==> config.mk <==
export PLATFORM = sky130hd
export DESIGN_NAME = fib_bcd_converter
export DESIGN_NICKNAME = d
export VERILOG_FILES = /design/src/rtl/fib_pkg.sv /design/src/rtl/bcd_digit_adj.sv /design/src/rtl/fib_bcd_converter.sv
export SDC_FILE = /design/constraint.sdc
export NUM_CORES = 1
export LEC_CHECK = 0
export BUFFER_PORTS_ARGS = -buffer_cell sky130_fd_sc_hd__buf_4
export CAP_MARGIN = 20
export CORE_ASPECT_RATIO = 2
export CORE_UTILIZATION = 42
export DETAILED_ROUTE_END_ITERATION = 12
export GPL_TIMING_DRIVEN = 0
export HOLD_SLACK_MARGIN = 0.06
export PLACE_DENSITY = 0.59
export SLEW_MARGIN = 10
export SYNTH_ARGS = -nofsm -noshare
export SYNTH_HDL_FRONTEND = slang
export SYNTH_SLANG_ARGS = --single-unit
==> constraint.sdc <==
create_clock -name clk -period 5.2 [get_ports clk]
set_clock_uncertainty 0.05 [all_clocks]
set_input_delay 0.26 -clock clk [delete_from_list [all_inputs] [get_ports clk]]
set_output_delay 0.26 -clock clk [all_outputs]
set_load 0.005 [all_outputs]
==> src/rtl/fib_pkg.sv <==
// Shared definitions for the Fibonacci result path.
// Holds the converter geometry (binary width, decimal digit count, packed BCD
// width), the converter state encoding, the bit counter width, and the
// per-digit add-3 correction used by the double-dabble datapath.
package fib_pkg;

  localparam int BIN_W  = 121;
  localparam int DIGITS = 37;
  localparam int BCD_W  = 4 * DIGITS;
  localparam int CNT_W  = 7;
  localparam int ND_W   = 6;

  typedef enum logic [1:0] {
    IDLE  = 2'd0,
    SHIFT = 2'd1,
    COUNT = 2'd2,
    DONE  = 2'd3
  } state_e;

  // Pre-shift correction. A digit of 5..9 would become 10..18 after doubling,
  // so 3 is added first to make the doubled value carry into the next digit.
  function automatic logic [3:0] adj_digit(input logic [3:0] d);
    logic [3:0] r;
    if (d >= 4'd5) begin
      r = d + 4'd3;
    end else begin
      r = d;
    end
    return r;
  endfunction

endpackage

==> src/rtl/bcd_digit_adj.sv <==
// Combinational add-3 cell for one BCD digit.
// Ports:
//   digit_i  4-bit working digit
//   digit_o  digit_i + 3 when digit_i >= 5, otherwise digit_i
// Digits stay in 0..9 throughout, so the result always fits in 4 bits.
module bcd_digit_adj (
  input  logic [3:0] digit_i,
  output logic [3:0] digit_o
);
  import fib_pkg::*;

  assign digit_o = adj_digit(digit_i);

endmodule

==> src/rtl/fib_bcd_converter.sv <==
// Sequential binary-to-BCD converter for the Fibonacci core result.
// Captures `bin` when `start` is seen in IDLE or DONE, then runs one
// shift-add-3 step per clock for BIN_W clocks, spends one clock copying the
// result and counting significant digits, and parks in DONE.
// Ports:
//   clk      clock, rising edge
//   reset    asynchronous active-low reset
//   start    conversion request (honoured only in IDLE or DONE)
//   bin      binary value, sampled with start
//   busy     high while shifting and counting
//   done     high in DONE until the next accepted start
//   bcd      packed BCD result, digit i at [4i+3:4i]
//   ndigits  number of significant decimal digits (1 for zero)
module fib_bcd_converter #(
  parameter int BIN_W  = fib_pkg::BIN_W,
  parameter int DIGITS = fib_pkg::DIGITS
) (
  input  logic                  clk,
  input  logic                  reset,
  input  logic                  start,
  input  logic [BIN_W-1:0]      bin,
  output logic                  busy,
  output logic                  done,
  output logic [4*DIGITS-1:0]   bcd,
  output logic [5:0]            ndigits
);
  localparam int BCD_W = 4 * DIGITS;

  import fib_pkg::state_e;
  import fib_pkg::IDLE;
  import fib_pkg::SHIFT;
  import fib_pkg::COUNT;
  import fib_pkg::DONE;
  import fib_pkg::CNT_W;

  state_e             state_q, state_d;
  logic [CNT_W-1:0]   cnt_q, cnt_d;
  logic [BIN_W-1:0]   bin_q, bin_d;
  logic [BCD_W-1:0]   wbcd_q, wbcd_d;
  logic [BCD_W-1:0]   bcd_q, bcd_d;
  logic [5:0]         ndig_q, ndig_d;
  logic               busy_q, busy_d;
  logic               done_q, done_d;

  logic [BCD_W-1:0]   wbcd_adj_s;
  logic [5:0]         nd_s;
  // The top digit never reaches 8 after correction, so its MSB is always
  // shifted out as zero and carries no information.
  logic               unused_top_s;

  assign unused_top_s = wbcd_adj_s[BCD_W-1];

  // Per-digit add-3 correction applied to the working register before each shift.
  for (genvar g = 0; g < DIGITS; g++) begin : g_adj
    bcd_digit_adj u_adj (
      .digit_i (wbcd_q[4*g +: 4]),
      .digit_o (wbcd_adj_s[4*g +: 4])
    );
  end

  // Priority encode: highest non-zero digit index plus one; zero reports one digit.
  always_comb begin
    nd_s = 6'd1;
    for (int i = 0; i < DIGITS; i++) begin
      nd_s = (wbcd_q[4*i +: 4] != 4'd0) ? 6'(i + 1) : nd_s;
    end
  end

  // Next-state and datapath update for the conversion FSM.
  always_comb begin
    state_d = state_q;
    cnt_d   = cnt_q;
    bin_d   = bin_q;
    wbcd_d  = wbcd_q;
    bcd_d   = bcd_q;
    ndig_d  = ndig_q;
    busy_d  = 1'b0;
    done_d  = 1'b0;

    case (state_q)
      IDLE, DONE: begin
        if (start) begin
          bin_d   = bin;
          wbcd_d  = '0;
          cnt_d   = CNT_W'(BIN_W);
          state_d = SHIFT;
        end else begin
          state_d = state_q;
        end
      end

      SHIFT: begin
        // {BCD, binary} shifts left as one long register.
        wbcd_d = {wbcd_adj_s[BCD_W-2:0], bin_q[BIN_W-1]};
        bin_d  = {bin_q[BIN_W-2:0], 1'b0};
        cnt_d  = cnt_q - CNT_W'(1);
        if (cnt_q == CNT_W'(1)) begin
          state_d = COUNT;
        end else begin
          state_d = SHIFT;
        end
      end

      COUNT: begin
        bcd_d   = wbcd_q;
        ndig_d  = nd_s;
        state_d = DONE;
      end

      default: begin
        state_d = IDLE;
      end
    endcase

    // Status flags are registered from the next state so they line up with it.
    busy_d = (state_d == SHIFT) || (state_d == COUNT);
    done_d = (state_d == DONE);
  end

  // State, working and output registers.
  always_ff @(posedge clk or negedge reset) begin
    if (!reset) begin
      state_q <= IDLE;
      cnt_q   <= '0;
      bin_q   <= '0;
      wbcd_q  <= '0;
      bcd_q   <= '0;
      ndig_q  <= 6'd0;
      busy_q  <= 1'b0;
      done_q  <= 1'b0;
    end else begin
      state_q <= state_d;
      cnt_q   <= cnt_d;
      bin_q   <= bin_d;
      wbcd_q  <= wbcd_d;
      bcd_q   <= bcd_d;
      ndig_q  <= ndig_d;
      busy_q  <= busy_d;
      done_q  <= done_d;
    end
  end

  assign busy    = busy_q;
  assign done    = done_q;
  assign bcd     = bcd_q;
  assign ndigits = ndig_q;

endmodule

Yosys cells after proc, flatten, opt, wreduce, memory -nomap -nowiden
Cells that the tools add are included.
{ "totals": {"out_inout_bits": 156, "elab_cells": 214, "ff_bits": 434} }
{ "op_classes": {"muxes": 82, "eq_ne": 8, "n_reduce_logical": 41, "addsub": 38, "order_cmp": 37} }
{ "ops": {"columns": ["cell", "n"], "rows": [
  ["one-hot mux 148 bit (2 select lines)", 1],
  ["one-hot mux 121 bit (2 select lines)", 1],
  ["2-to-1 mux 4 bit", 44],
  [">= comparator 4 x 3 -> 1 bit, second input constant", 37],
  ["2-to-1 mux 148 bit", 1],
  ["adder 4 x 2 -> 4 bit, second input constant", 36],
  ["nonzero test 4 bit", 36],
  ["2-to-1 mux 121 bit", 1],
  ["2-to-1 mux 5 bit", 16],
  ["2-to-1 mux 6 bit", 6],
  ["2-to-1 mux 3 bit", 5],
  ["one-hot mux 7 bit (2 select lines)", 1],
  ["== test 2 bit, second input constant", 4],
  ["2-to-1 mux 2 bit", 4],
  ["== test 7 x 1 -> 1 bit, second input constant", 1],
  ["2-to-1 mux 7 bit", 1],
  ["subtractor 7 x 1 -> 7 bit, second input constant", 1],
  ["one-hot mux 2 bit (3 select lines)", 1],
  ["== test 2 x 1 -> 1 bit, second input constant", 2],
  ["adder 3 x 2 -> 3 bit, second input constant", 1],
  ["logical NOT 2 bit", 1],
  ["!= test 2 bit, second input constant", 1],
  ["AND reduction 2 bit", 1],
  ["nonzero test 2 bit", 1],
  ["other kinds (2)", 2]
]} }

Longest topological paths before layout
Gate-level depths: netlist (run 1).
{ "depth": {"depth_word": 37, "ltp_mapped": 10, "depth_no_buf": 8} }

Cells and area by module
Synthesis (run 1) repeated with hierarchy kept, for this count alone.
{ "unflattened": {"hier_cells": 2251, "hier_area_um2": 21908.5} }
{ "modules_own_cells": {"columns": ["module", "n_inst", "cells_per_inst", "area_each_um2"], "rows": [
  ["fib_bcd_converter", 1, 1659, 18158.7],
  ["bcd_digit_adj", 37, 16, 101.3]
]} }

Least setup slack after synthesis (run 1)
OpenSTA, ideal clock, no wires.
{ "synth_path": {"kind": "register to register", "start": "register wbcd_q[48]", "end": "register ndig_q[0] (netlist: ndigits[0])", "path_stages_with_launch": 9, "n_path_buf": 0, "synth_period_minus_slack_ps": 2361, "slack_ps": 2839, "setup_time_ps": 126, "required_ps": 5024, "t_arrival_ps": 2185, "cell_sequence": "dfrtp_1 inv_1 ha_1 or3b_4 and2_0 or4b_1 a211o_1 a211oi_1 nor3_1"} }
{ "synth_between": {"elab_chain_cells": 26} }
{ "synth_lines": {"columns": ["item", "line", "source"], "rows": [
  ["start, declared", "fib_bcd_converter.sv:39", "logic [BCD_W-1:0] wbcd_q, wbcd_d;"],
  ["start signal, assigned", "fib_bcd_converter.sv:135", "wbcd_q <= wbcd_d;"],
  ["nonzero test 4 bit", "fib_bcd_converter.sv:65", "nd_s = (wbcd_q[4*i +: 4] != 4'd0) ? 6'(i + 1) : nd_s;"],
  ["2-to-1 mux 4 bit (3 in a row)", "fib_bcd_converter.sv:65", null],
  ["2-to-1 mux 5 bit (16 in a row)", "fib_bcd_converter.sv:65", null],
  ["2-to-1 mux 6 bit (6 in a row)", "fib_bcd_converter.sv:65", null],
  ["end signal, assigned", "fib_bcd_converter.sv:137", "ndig_q <= ndig_d;"],
  ["end, declared", "fib_bcd_converter.sv:41", "logic [5:0] ndig_q, ndig_d;"]
]} }
Every way passes these cells.
A chain may end at the register's enable or synchronous reset.

Worst setup path after layout (run 1)
{ "layout_path": {"start": "register state_q[1]", "end": "register wbcd_q[89]"} }
{ "layout_between": {"elab_chain_cells": 4, "elab_cells_between_ends": 8} }
{ "layout_lines": {"columns": ["item", "line", "source"], "rows": [
  ["start, declared", "fib_bcd_converter.sv:36", "state_e state_q, state_d;"],
  ["start signal, assigned", "fib_bcd_converter.sv:132", "state_q <= state_d;"],
  ["== test 2 bit / logical NOT 2 bit (equally long branches)", "fib_bcd_converter.sv:80", "case (state_q)"],
  ["OR reduction 2 bit", "fib_bcd_converter.sv:80", null],
  ["!= test 2 bit (no line) / nonzero test 2 bit (equally long branches)", null, null],
  ["AND reduction 2 bit (no line)", null, null]
]} }
Several ways; a longest one is shown, not always the timed one.

==> results of run 1 <==
through the flow:
stage | area (um2) | power (mW) | hold WS, ps | TNS (ps)
2_1_floorplan | 20490 | 6.555 | -85.59 | 0
3_3_place_gp | 23380 | 7.512 | 411.6 | -290740
3_5_place_dp | 23520 | 7.670 | 230.8 | 0
4_1_cts | 26090 | 10.85 | 244.1 | 0
5_1_grt | 26090 | 11.40 | 276.8 | 0
6_report | 26090 | 10.77 | 207.0 | 0
placed cells by master, fill, tap and decap left out, types with 37 or more instances in the layout:
cell type	count
a32o_1	37
buf_4	278
nor2_1	72
inv_1	82
clkbuf_16	41
mux2_2	148
ha_1	81
o31ai_1	40
dfrtp_1	434
clkbuf_1	96
dlygate4sd3_1	123
o22ai_1	187
nand2_1	115
a21oi_1	153
mux2i_1	61
o21ai_0	139
xnor2_1	41
cells in the mapped netlist (11+ instances only):
master	count	area [um2]
nor2b_1	16	100.1
o21ai_0	139	695.7
inv_1	82	307.8
mux2_2	148	1667
o311ai_0	11	96.34
nor3b_1	33	247.7
mux2i_1	61	610.6
buf_1	19	71.32
nand2_1	115	431.7
nor2_1	72	270.3
a21oi_1	153	765.7
xnor2_1	41	359.1
o31ai_1	40	300.3
o211ai_1	14	105.1
a32o_1	37	370.4
o22ai_1	187	1170
nand2b_1	33	206.5
ha_1	81	1013
dfrtp_1	434	10860
nor3_1	12	60.06
clkbuf_1	88	330.3
layer usage:
metal	vias to the layer above	part of all wire (%)	track usage (%)
li1	7799	-	-
met1	8302	36	25.46
met2	413	55	45.87
met3	130	4.3	3.827
met4	0	4.1	10.53
met5	-	0	0
where the power goes:
group | internal (mW) | switching (mW) | leakage (nW)
logic | 1.24 | 1.88 | 5.80
registers | 4.02 | 0.553 | 5.66
clock network | 1.73 | 1.35 | 0.667
total | 6.99 | 3.78 | 12.1
critical path: stages (launching register included):
cell and delay, ps:
dfrtp_1 400, inv_1 60, ha_1 130, buf_2 280, clkinv_1 320, o21ai_1 880
clkbuf_1 690, clkbuf_1 580, o22ai_1 170
state kept, by name (all words and copies together), names as in the netlist:
name and flops:
bcd 148, wbcd_q 148, bin_q 121, cnt_q 7
ndigits 6, state_q 2, busy 1, done 1
final timing paths:
kind                            start          to  cells past startpoint
max                        state_q[1]  wbcd_q[89]                      8
min                             reset    bcd[105]                      2
max reg2reg                state_q[1]  wbcd_q[89]                      8
min reg2reg                bin_q[119]  bin_q[119]                      2
max in group asynchronous       reset     bcd[24]                      4
min in group clk               bin[0]    bin_q[0]                      3
final cells by class:
cell class / count / area (um2)
sequential: 434 / 10860
fill: 4356 / 22120
clock inverter: 11 / 120.1
multi-input combinational: 1252 / 8909
inverter: 83 / 311.5
buffer: 109 / 411.6
clock buffer: 61 / 1221
timing repair buffer: 407 / 3458
tap: 638 / 798.3
timing repair:
item,4_1_cts,5_1_grt
endpoints found under the hold margin,193,0
hold buffers,123,0
setup endpoints to repair,0,0
cells by family (layout without fill, tap and decap cells):
family	count (synthesis)	in the layout
DFF	434	434
and+or+nand+nor	316	316
adders and majority gates	81	81
muxes	209	209
buffers and inverters	192	671
xor gates and xnor gates	43	43
AOI/OAI and AO/OA	603	603
==> results by group, run 1 <==
Worst setup path
  – Worst R2R Setup Slack: 1490 ps
  – Worst setup SP type: register
  – Worst-path maximum fanout: 10
  – Arr. time, crit path: 4070 ps
  – Critical path class: register to register
  – Crit end category: register
  – Required @ worst endpoint: 5550 ps

STA
  – Slew HR: 29.43%
  – Fin. Hold Viols: 0
  – Setup WS post-layout: 1486 ps
  – Fmax: 0.2692 GHz
  – Final worst path period need: 3714 ps
  – Worst slew pin tran: 1059 ps
  – Period utilization: 71.43%
  – Max-slew violations: 0
  – RSZ-0062 raised after global routing: false
  – Final setup fails: 0

Clocking
  – CTS tree: done
  – Clk_lat worst skew: 560 ps
  – Clk sinks: 434
  – Root buffer cell: clkbuf_16
  – Postcts setup bufs: 0
  – Clock transition at the registers of the reported paths: 70 ps
  – Post_cts resized: 0
  – Clock Path Buffers: 3
  – CTS H-tree lvls: 2
  – CTS Buf Count: 41

Synth
  – Average cell area after synthesis: 10.91 um2
  – Adder-cell share of the synthesized area: 4.946%
  – Synth Area in Compound Gates: 17.97%
  – Cell count after synthesis: 1878
  – Async set-reset flop share out of synthesis: 100.0%
  – Cell Area, Synth: 20490 um2
  – Post-synthesis cell type count: 49
  – Main combinational cell family by area after synthesis: compound AO/OA/AOI/OAI gates
  – XOR/XNOR share of the synthesized area: 1.838%
  – Mux cell area share after synthesis: 11.11%
  – EDFF count, synth: 0
  – Count of state elements after synthesis: 434
  – Total number of yosys warnings: 0
  – Part of the Yosys area used for sequential elements: 53.00%
  – Net Count, Synth: 2083
  – Synth Area in Simple Gates: 7.608%
  – Top FF cell, synth: dfrtp_1

Cells and area
  – Diode count: 0
  – Area grow syn2layout: 27.32%
  – Count of non-filler cells in the finished layout: 2995
  – Total Nets Final: 2533
  – Share of cells above drive strength 1: 21.47%
  – Final Util: 54.12%

Detailed routing
  – Initial drt markers: 600
  – Routed WL per cell: 19.73 um
  – TritonRoute pass-1 iters: 5
  – Vias post-DR: 16640
  – Final wirelength: 59080 um
  – Via-to-Cell Ratio: 5.557
  – Residual DRC: 0
  – ANT nets after route: 0

Die
  – Vert. Die Dim: 314.4 um
  – Initial Util: 42.50%
  – CORE AREA: 48210 um2
  – Die ar.: 49730 um2
  – Row count: 114
  – Io pins: 280
  – Chip width: 158.2 um

Global route
  – Vias in the first global route: 17410
  – Congestion Overflow GR: 0
  – Total GRT Usage: 24.11%
  – Initial antenna violation count: 0
  – First-pass GRT wire length: 93090 um
  – Largest net degree at the start of global routing: 108

Power and ir drop
  – Leakage Power: 12.13 nW
  – Pwr dens: 412.8 nW/um2
  – Worst IR Drop VDD: 0.3395 mV

Status
  – Status: completed

Placement
  – I/O Buffers: 279
  – Routability cong.: 0.8110
  – Dpl hpwl: 42680 um
  – Inst Count DP: 2800
  – Pre-CTS setup slack: 1440 ps

Run
  – Max Cap Violations: 0

Worst hold path
  – Worst hold path type: primary input to asynchronous set/reset pin
Note: power is estimated with default switching activity, not from simulation.
==> run 2, diff against run 1 <==
Settings changed: PLACE_DENSITY 0.59 to 0.62.
Clock period 5.2 ns to 3.2 ns, I/O delays scaled along.
==> run 2 against run 1 <==
Compared with the run above: sequential power increased by 62%; total power rose by 63%; final area grew 0.23%; core utilization rose by 0.13 points; cell count is the same; die area is the same; worst setup slack got worse by 1300 ps; fmax increased by 25%; critical path type unchanged; sequential cell count unchanged; sequential share of layout area down 0.098 points.
==> results by group, run 2 (synthesized netlist as in run 1, its figures left out) <==
Cells and area
  – Final Util: 54.24% (was 54.12%)
  – Design area: 26150 um2 (was 26090 um2)
  – Most common cell after layout, fill and taps aside: dfrtp_1 (unchanged)
  – Area grow syn2layout: 27.62% (was 27.32%)
  – Diode count: 0 (unchanged)
  – Total Nets Final: 2533 (unchanged)
  – Share of cells above drive strength 1: 21.98% (was 21.47%)
  – Most frequent cells in the layout: 434 x dfrtp_1, 278 x buf_4, 187 x o22ai_1 (unchanged)

Detailed routing
  – Residual DRC: 0 (unchanged)
  – Final wirelength: 58740 um (was 59080 um)
  – TritonRoute pass-1 iters: 5 (unchanged)
  – Via-to-Cell Ratio: 5.521 (was 5.557)
  – Routed WL per cell: 19.61 um (was 19.73 um)
  – Initial drt markers: 689 (was 600)
  – Vias post-DR: 16530 (was 16640)
  – ANT nets after route: 0 (unchanged)

Clocking
  – CTS tree: done (unchanged)
  – Postcts setup bufs: 0 (unchanged)
  – Clock transition at the registers of the reported paths: 70 ps (about the same)
  – Clk sinks: 434 (unchanged)
  – Root buffer cell: clkbuf_16 (unchanged)
  – Clk_lat worst skew: 560 ps (about the same)
  – CTS Buf Count: 42 (was 41)
  – Clock Path Buffers: 3 (unchanged)
  – CTS H-tree lvls: 2 (unchanged)

Power and ir drop
  – Tot Pwr: 17.56 mW (was 10.77 mW)
  – Worst IR Drop VDD: 0.5544 mV (was 0.3395 mV)
  – Leakage Power: 12.17 nW (was 12.13 nW)
  – Pwr dens: 671.4 nW/um2 (was 412.8 nW/um2)

STA
  – Setup WS post-layout: 235.2 ps (was 1486 ps)
  – RSZ-0062 raised after global routing: false (unchanged)
  – Period utilization: 92.65% (was 71.43%)
  – Worst slew pin tran: 1065 ps (was 1059 ps)
  – Fin. Hold Viols: 0 (unchanged)
  – Fmax: 0.3373 GHz (was 0.2692 GHz)
  – Slew HR: 29.01% (was 29.43%)
  – Final setup fails: 0 (unchanged)
  – Final worst path period need: 2965 ps (was 3714 ps)
  – Max-slew violations: 0 (unchanged)

Worst setup path
  – Critical path class: register to register (unchanged)
  – Required @ worst endpoint: 3550 ps (was 5550 ps)
  – Worst-path maximum fanout: 10 (unchanged)
  – Crit path cell chain: inv_1, ha_1, nand2b_1, clkbuf_1, nand2_2, clkbuf_1, clkbuf_1, o22ai_1 (was inv_1, ha_1, buf_2, clkinv_1, o21ai_1, clkbuf_1, clkbuf_1, o22ai_1)
  – Largest stage delay, worst path: 650 ps (was 880 ps)
  – Slowest-stage cell, CP: clkbuf_1 (was o21ai_1)
  – Crit end category: register (unchanged)
  – R2R cell count: 8 (unchanged)
  – Top cell by count, worst path: clkbuf_1 (unchanged)
  – CP startpoint: state_q[0] (was state_q[1])
  – Arr. time, crit path: 3320 ps (was 4070 ps)
  – Worst setup SP type: register (unchanged)
  – Reg-to-reg startpoint: state_q[0] (was state_q[1])

Placement
  – Pre-CTS setup slack: -383.0 ps (was 1440 ps)
  – Cell area after placement: 23500 um2 (was 23520 um2)
  – I/O Buffers: 279 (unchanged)
  – Dpl hpwl: 42380 um (was 42680 um)
  – Routability cong.: 0.8558 (was 0.8110)

Global route
  – Largest net degree at the start of global routing: 110 (was 108)
  – Total GRT Usage: 24.03% (was 24.11%)
  – Vias in the first global route: 17420 (was 17410)
  – Initial antenna violation count: 0 (unchanged)
  – Congestion Overflow GR: 0 (unchanged)
  – First-pass GRT wire length: 93240 um (was 93090 um)

Die
  – Io pins: 280 (unchanged)
  – Die ar.: 49730 um2 (unchanged)
  – Row count: 114 (unchanged)
  – Vert. Die Dim: 314.4 um (unchanged)
  – Chip width: 158.2 um (unchanged)
  – Initial Util: 42.50% (unchanged)
  – CORE AREA: 48210 um2 (unchanged)

Status
  – Status: completed (unchanged)

Worst hold path
  – Worst hold path type: primary input to asynchronous set/reset pin (unchanged)

Run
  – Max Cap Violations: 0 (unchanged)
[run 2: path summary, 6_finish.rpt]
check                              to  slack [ps]
max                        wbcd_q[49]         240
min                          bcd[100]          90
max reg2reg                wbcd_q[49]         240
min reg2reg                bin_q[102]         430
max in group asynchronous    bin_q[3]        1620
min in group clk             bin_q[0]         350
[run 2: final cells by class]
| class | instances | area (um2) |
|---|---|---|
| buffer | 109 | 427.9 |
| clock buffer | 60 | 1210 |
| clock inverter | 13 | 158.9 |
| fill | 4320 | 22060 |
| inverter | 83 | 311.5 |
| multi-input combinational | 1252 | 8941 |
| sequential | 434 | 10860 |
| tap | 638 | 798.3 |
| timing repair buffer | 406 | 3443 |
[run 2: metal layers]
metal  global-route usage (%)  wire (um)  vias to the layer above  part of all wire [%]
met5                        0          0                        -                     0
met4                    10.23       2351                        0                   4.0
met3                    4.047       2708                      116                   4.6
met2                    45.97      32570                      412                    55
met1                    25.12      21110                     8233                    36
li1                         -          -                     7773                     -
[run 2: worst max-delay path: cells and delay by family, from the launching register on]
family / cells / cell delay (ps)
AOI/OAI and AO/OA: 1 / 160
adders and majority gates: 1 / 330
buffers and inverters: 4 / 1520
DFF: 1 / 380
and+or+nand+nor: 2 / 370
[run 2: repair_timing]
action / in CTS / in global routing
hold buffers: 123 / 0
gates resized for setup: 10 / 8
endpoints found under the setup margin: 181 / 55
hold endpoints to repair: 342 / 0
[run 2: power by group]
| group | total, mW | switching, mW | internal [mW] | leakage [nW] |
|---|---|---|---|---|
| logic | 5.04 | 3.01 | 2.03 | 5.83 |
| clock network | 5.08 | 2.20 | 2.88 | 0.675 |
| registers | 7.43 | 0.895 | 6.54 | 5.66 |
[run 2: stage by stage]
| step | hold WS, ps | std cells | setup TNS [ps] |
|---|---|---|---|
| global route | 154.2 | 2995 | 0 |
| detailed placement | 108.6 | 2799 | -35550 |
| finish | 86.39 | 2995 | 0 |
| CTS | 115.0 | 2995 | 0 |
| floorplan | -185.6 | 1878 | 0 |
| global placement | 330.6 | 2795 | -1122970 |
==> run 3, diff against run 2 <==
Settings changed: CELL_PAD_IN_SITES_DETAIL_PLACEMENT set to 0, CELL_PAD_IN_SITES_GLOBAL_PLACEMENT set to 1, CORE_UTILIZATION 42 to 41, PLACE_DENSITY 0.62 to 0.74.
==> run 3 against run 2 <==
Compared with the run above: core utilization is 0.88 points lower; worst setup slack worse by 64 ps; non-clock buffer count up 4; critical path depth unchanged.
==> results by group, run 3 (synthesized netlist as in run 1, its figures left out) <==
Detailed routing
  – Routed WL per cell: 19.67 um (was 19.61 um)
  – Initial drt markers: 566 (was 689)
  – Final wirelength: 59190 um (was 58740 um)
  – Residual DRC: 0 (unchanged)
  – TritonRoute pass-1 iters: 5 (unchanged)
  – Via-to-Cell Ratio: 5.510 (was 5.521)
  – ANT nets after route: 0 (unchanged)
  – Vias post-DR: 16580 (was 16530)

Global route
  – Congestion Overflow GR: 0 (unchanged)
  – Total GRT Usage: 23.36% (was 24.03%)
  – Initial antenna violation count: 2 (was 0)
  – First-pass GRT wire length: 94360 um (was 93240 um)
  – Vias in the first global route: 17320 (was 17420)
  – Largest net degree at the start of global routing: 113 (was 110)

Cells and area
  – Multi-input logic area: 8919 um2 (was 8941 um2)
  – Total Nets Final: 2536 (was 2533)
  – Most frequent cells in the layout: 434 x dfrtp_1, 278 x buf_4, 187 x o22ai_1 (unchanged)
  – Most common cell after layout, fill and taps aside: dfrtp_1 (unchanged)
  – Final Util: 53.37% (was 54.24%)
  – Share of cells above drive strength 1: 22.25% (was 21.98%)
  – Filler cells: 4495 (was 4320)
  – Register area: 10860 um2 (unchanged)
  – Area grow syn2layout: 28.15% (was 27.62%)

Clocking
  – Clk_lat worst skew: 560 ps (about the same)
  – Clock Path Buffers: 3 (unchanged)
  – CTS Buf Count: 41 (was 42)
  – CTS H-tree lvls: 2 (unchanged)
  – CTS tree: done (unchanged)
  – Clock transition at the registers of the reported paths: 70 ps (about the same)
  – Postcts setup bufs: 0 (unchanged)
  – Clk sinks: 434 (unchanged)
  – Root buffer cell: clkbuf_16 (unchanged)

Die
  – Initial Util: 41.64% (was 42.50%)
  – Row count: 115 (was 114)
  – Chip width: 160.1 um (was 158.2 um)
  – CORE AREA: 49210 um2 (was 48210 um2)
  – Die ar.: 50930 um2 (was 49730 um2)
  – Io pins: 280 (unchanged)
  – Vert. Die Dim: 318.2 um (was 314.4 um)

Worst hold path
  – Worst hold path type: primary input to asynchronous set/reset pin (unchanged)

Worst setup path
  – Worst-path maximum fanout: 5 (was 10)
  – Critical path class: register to register (unchanged)
  – Required @ worst endpoint: 3570 ps (was 3550 ps)
  – Arr. time, crit path: 3400 ps (was 3320 ps)
  – Reg-to-reg startpoint: wbcd_q[20] (was state_q[0])
  – CP startpoint: wbcd_q[20] (was state_q[0])
  – Crit end category: register (unchanged)
  – Worst setup SP type: register (unchanged)
  – Crit path cell chain: inv_1, ha_1, nor3b_1, nand2_1, a311oi_1, o2111ai_1, a2111oi_0, o41ai_1 (was inv_1, ha_1, nand2b_1, clkbuf_1, nand2_2, clkbuf_1, clkbuf_1, o22ai_1)
  – Slowest-stage cell, CP: nor3b_1 (was clkbuf_1)
  – CP top delay family: compound AO/OA/AOI/OAI gates (was buffers and inverters)
  – Buf/Inv on CP: 1 (was 4)
  – Largest stage delay, worst path: 600 ps (was 650 ps)

Power and ir drop
  – Worst IR Drop VDD: 0.5799 mV (was 0.5544 mV)
  – Leakage Power: 12.23 nW (was 12.17 nW)
  – Pwr dens: 674.7 nW/um2 (was 671.4 nW/um2)

STA
  – Slew HR: 45.65% (was 29.01%)
  – Fin Setup TNS: 0 ps (unchanged)
  – Period utilization: 94.65% (was 92.65%)
  – Worst slew pin tran: 815.2 ps (was 1065 ps)
  – Final setup fails: 0 (unchanged)
  – RSZ-0062 raised after global routing: false (unchanged)
  – Fmax: 0.3302 GHz (was 0.3373 GHz)
  – Max-slew violations: 0 (unchanged)
  – Final worst path period need: 3029 ps (was 2965 ps)
  – Fin. Hold Viols: 0 (unchanged)

Placement
  – Routability cong.: 0.8234 (was 0.8558)
  – I/O Buffers: 279 (unchanged)
  – Dpl hpwl: 43020 um (was 42380 um)

Run
  – Max Cap Violations: 0 (unchanged)

Status
  – Status: completed (unchanged)
==> run 3: cell count changes in the layout (fill, tap and decap cells not counted), moves of 2 or more <==
cell	previous run	this run
clkinv_4	3	0
clkbuf_8	7	14
buf_6	0	2
diode_2	0	2
nor3b_2	3	0
nor3b_1	30	33
clkinv_2	5	8
clkbuf_1	92	87
==> run 3: power by group <==
group | internal (mW) | switching, mW
Clock | 3.03 | 2.22
Combinational | 2.03 | 3.00
Sequential | 6.54 | 0.894
Total | 11.6 | 6.12
==> run 3: final timing paths <==
path,cells after the start,end,slack (ps)
setup / recovery,8,ndigits[1],170
hold / removal,3,bin_q[16],170
setup reg to reg,8,ndigits[1],170
hold reg to reg,2,bin_q[110],430
max in group asynchronous,4,bin_q[7],1880
min in group clk,3,bin_q[0],310
==> run 3: final cells by class <==
cell class | count | share of cell area, %
Sequential cell | 434 | 41.35
Multi-Input combinational cell | 1252 | 33.96
Timing Repair Buffer | 410 | 13.29
Clock buffer | 63 | 4.917
Tap cell | 643 | 3.064
Buffer | 109 | 1.634
Inverter | 83 | 1.186
Clock inverter | 13 | 0.5717
Antenna cell | 2 | 0.01906
==> run 3: per-stage QoR <==
step | power [mW] | area [um2] | hold slack (ps) | setup slack, ps | instances
5_1_grt | 18.80 | 26260 | 234.4 | 47.52 | 3009
2_1_floorplan | 10.65 | 20490 | -185.6 | 839.2 | 1878
3_3_place_gp | 12.23 | 23390 | 330.4 | -2575 | 2800
3_5_place_dp | 12.45 | 23540 | -24.30 | -352.7 | 2806
6_report | 17.72 | 26260 | 165.7 | 171.3 | 3009
4_1_cts | 17.88 | 26230 | 201.7 | 3.029 | 3006
==> run 3: timing repair <==
item,CTS,global route
endpoints found under the setup margin,121,60
hold buffers,124,0
gates resized for setup,7,10
endpoints found under the hold margin,455,0
==> run 3: worst min-delay path: stages <==
cell and delay [ps]:
dlygate4sd3_1 560, buf_8 150, buf_16 330
==> run 3: routing by layer <==
layer	GRT usage, %	part of all wire (%)	wire length (um)
met4	10.20	4.1	2449
met1	24.89	36	21560
met3	4.155	5.0	2972
met2	44.22	54	32210
met5	0	0	0
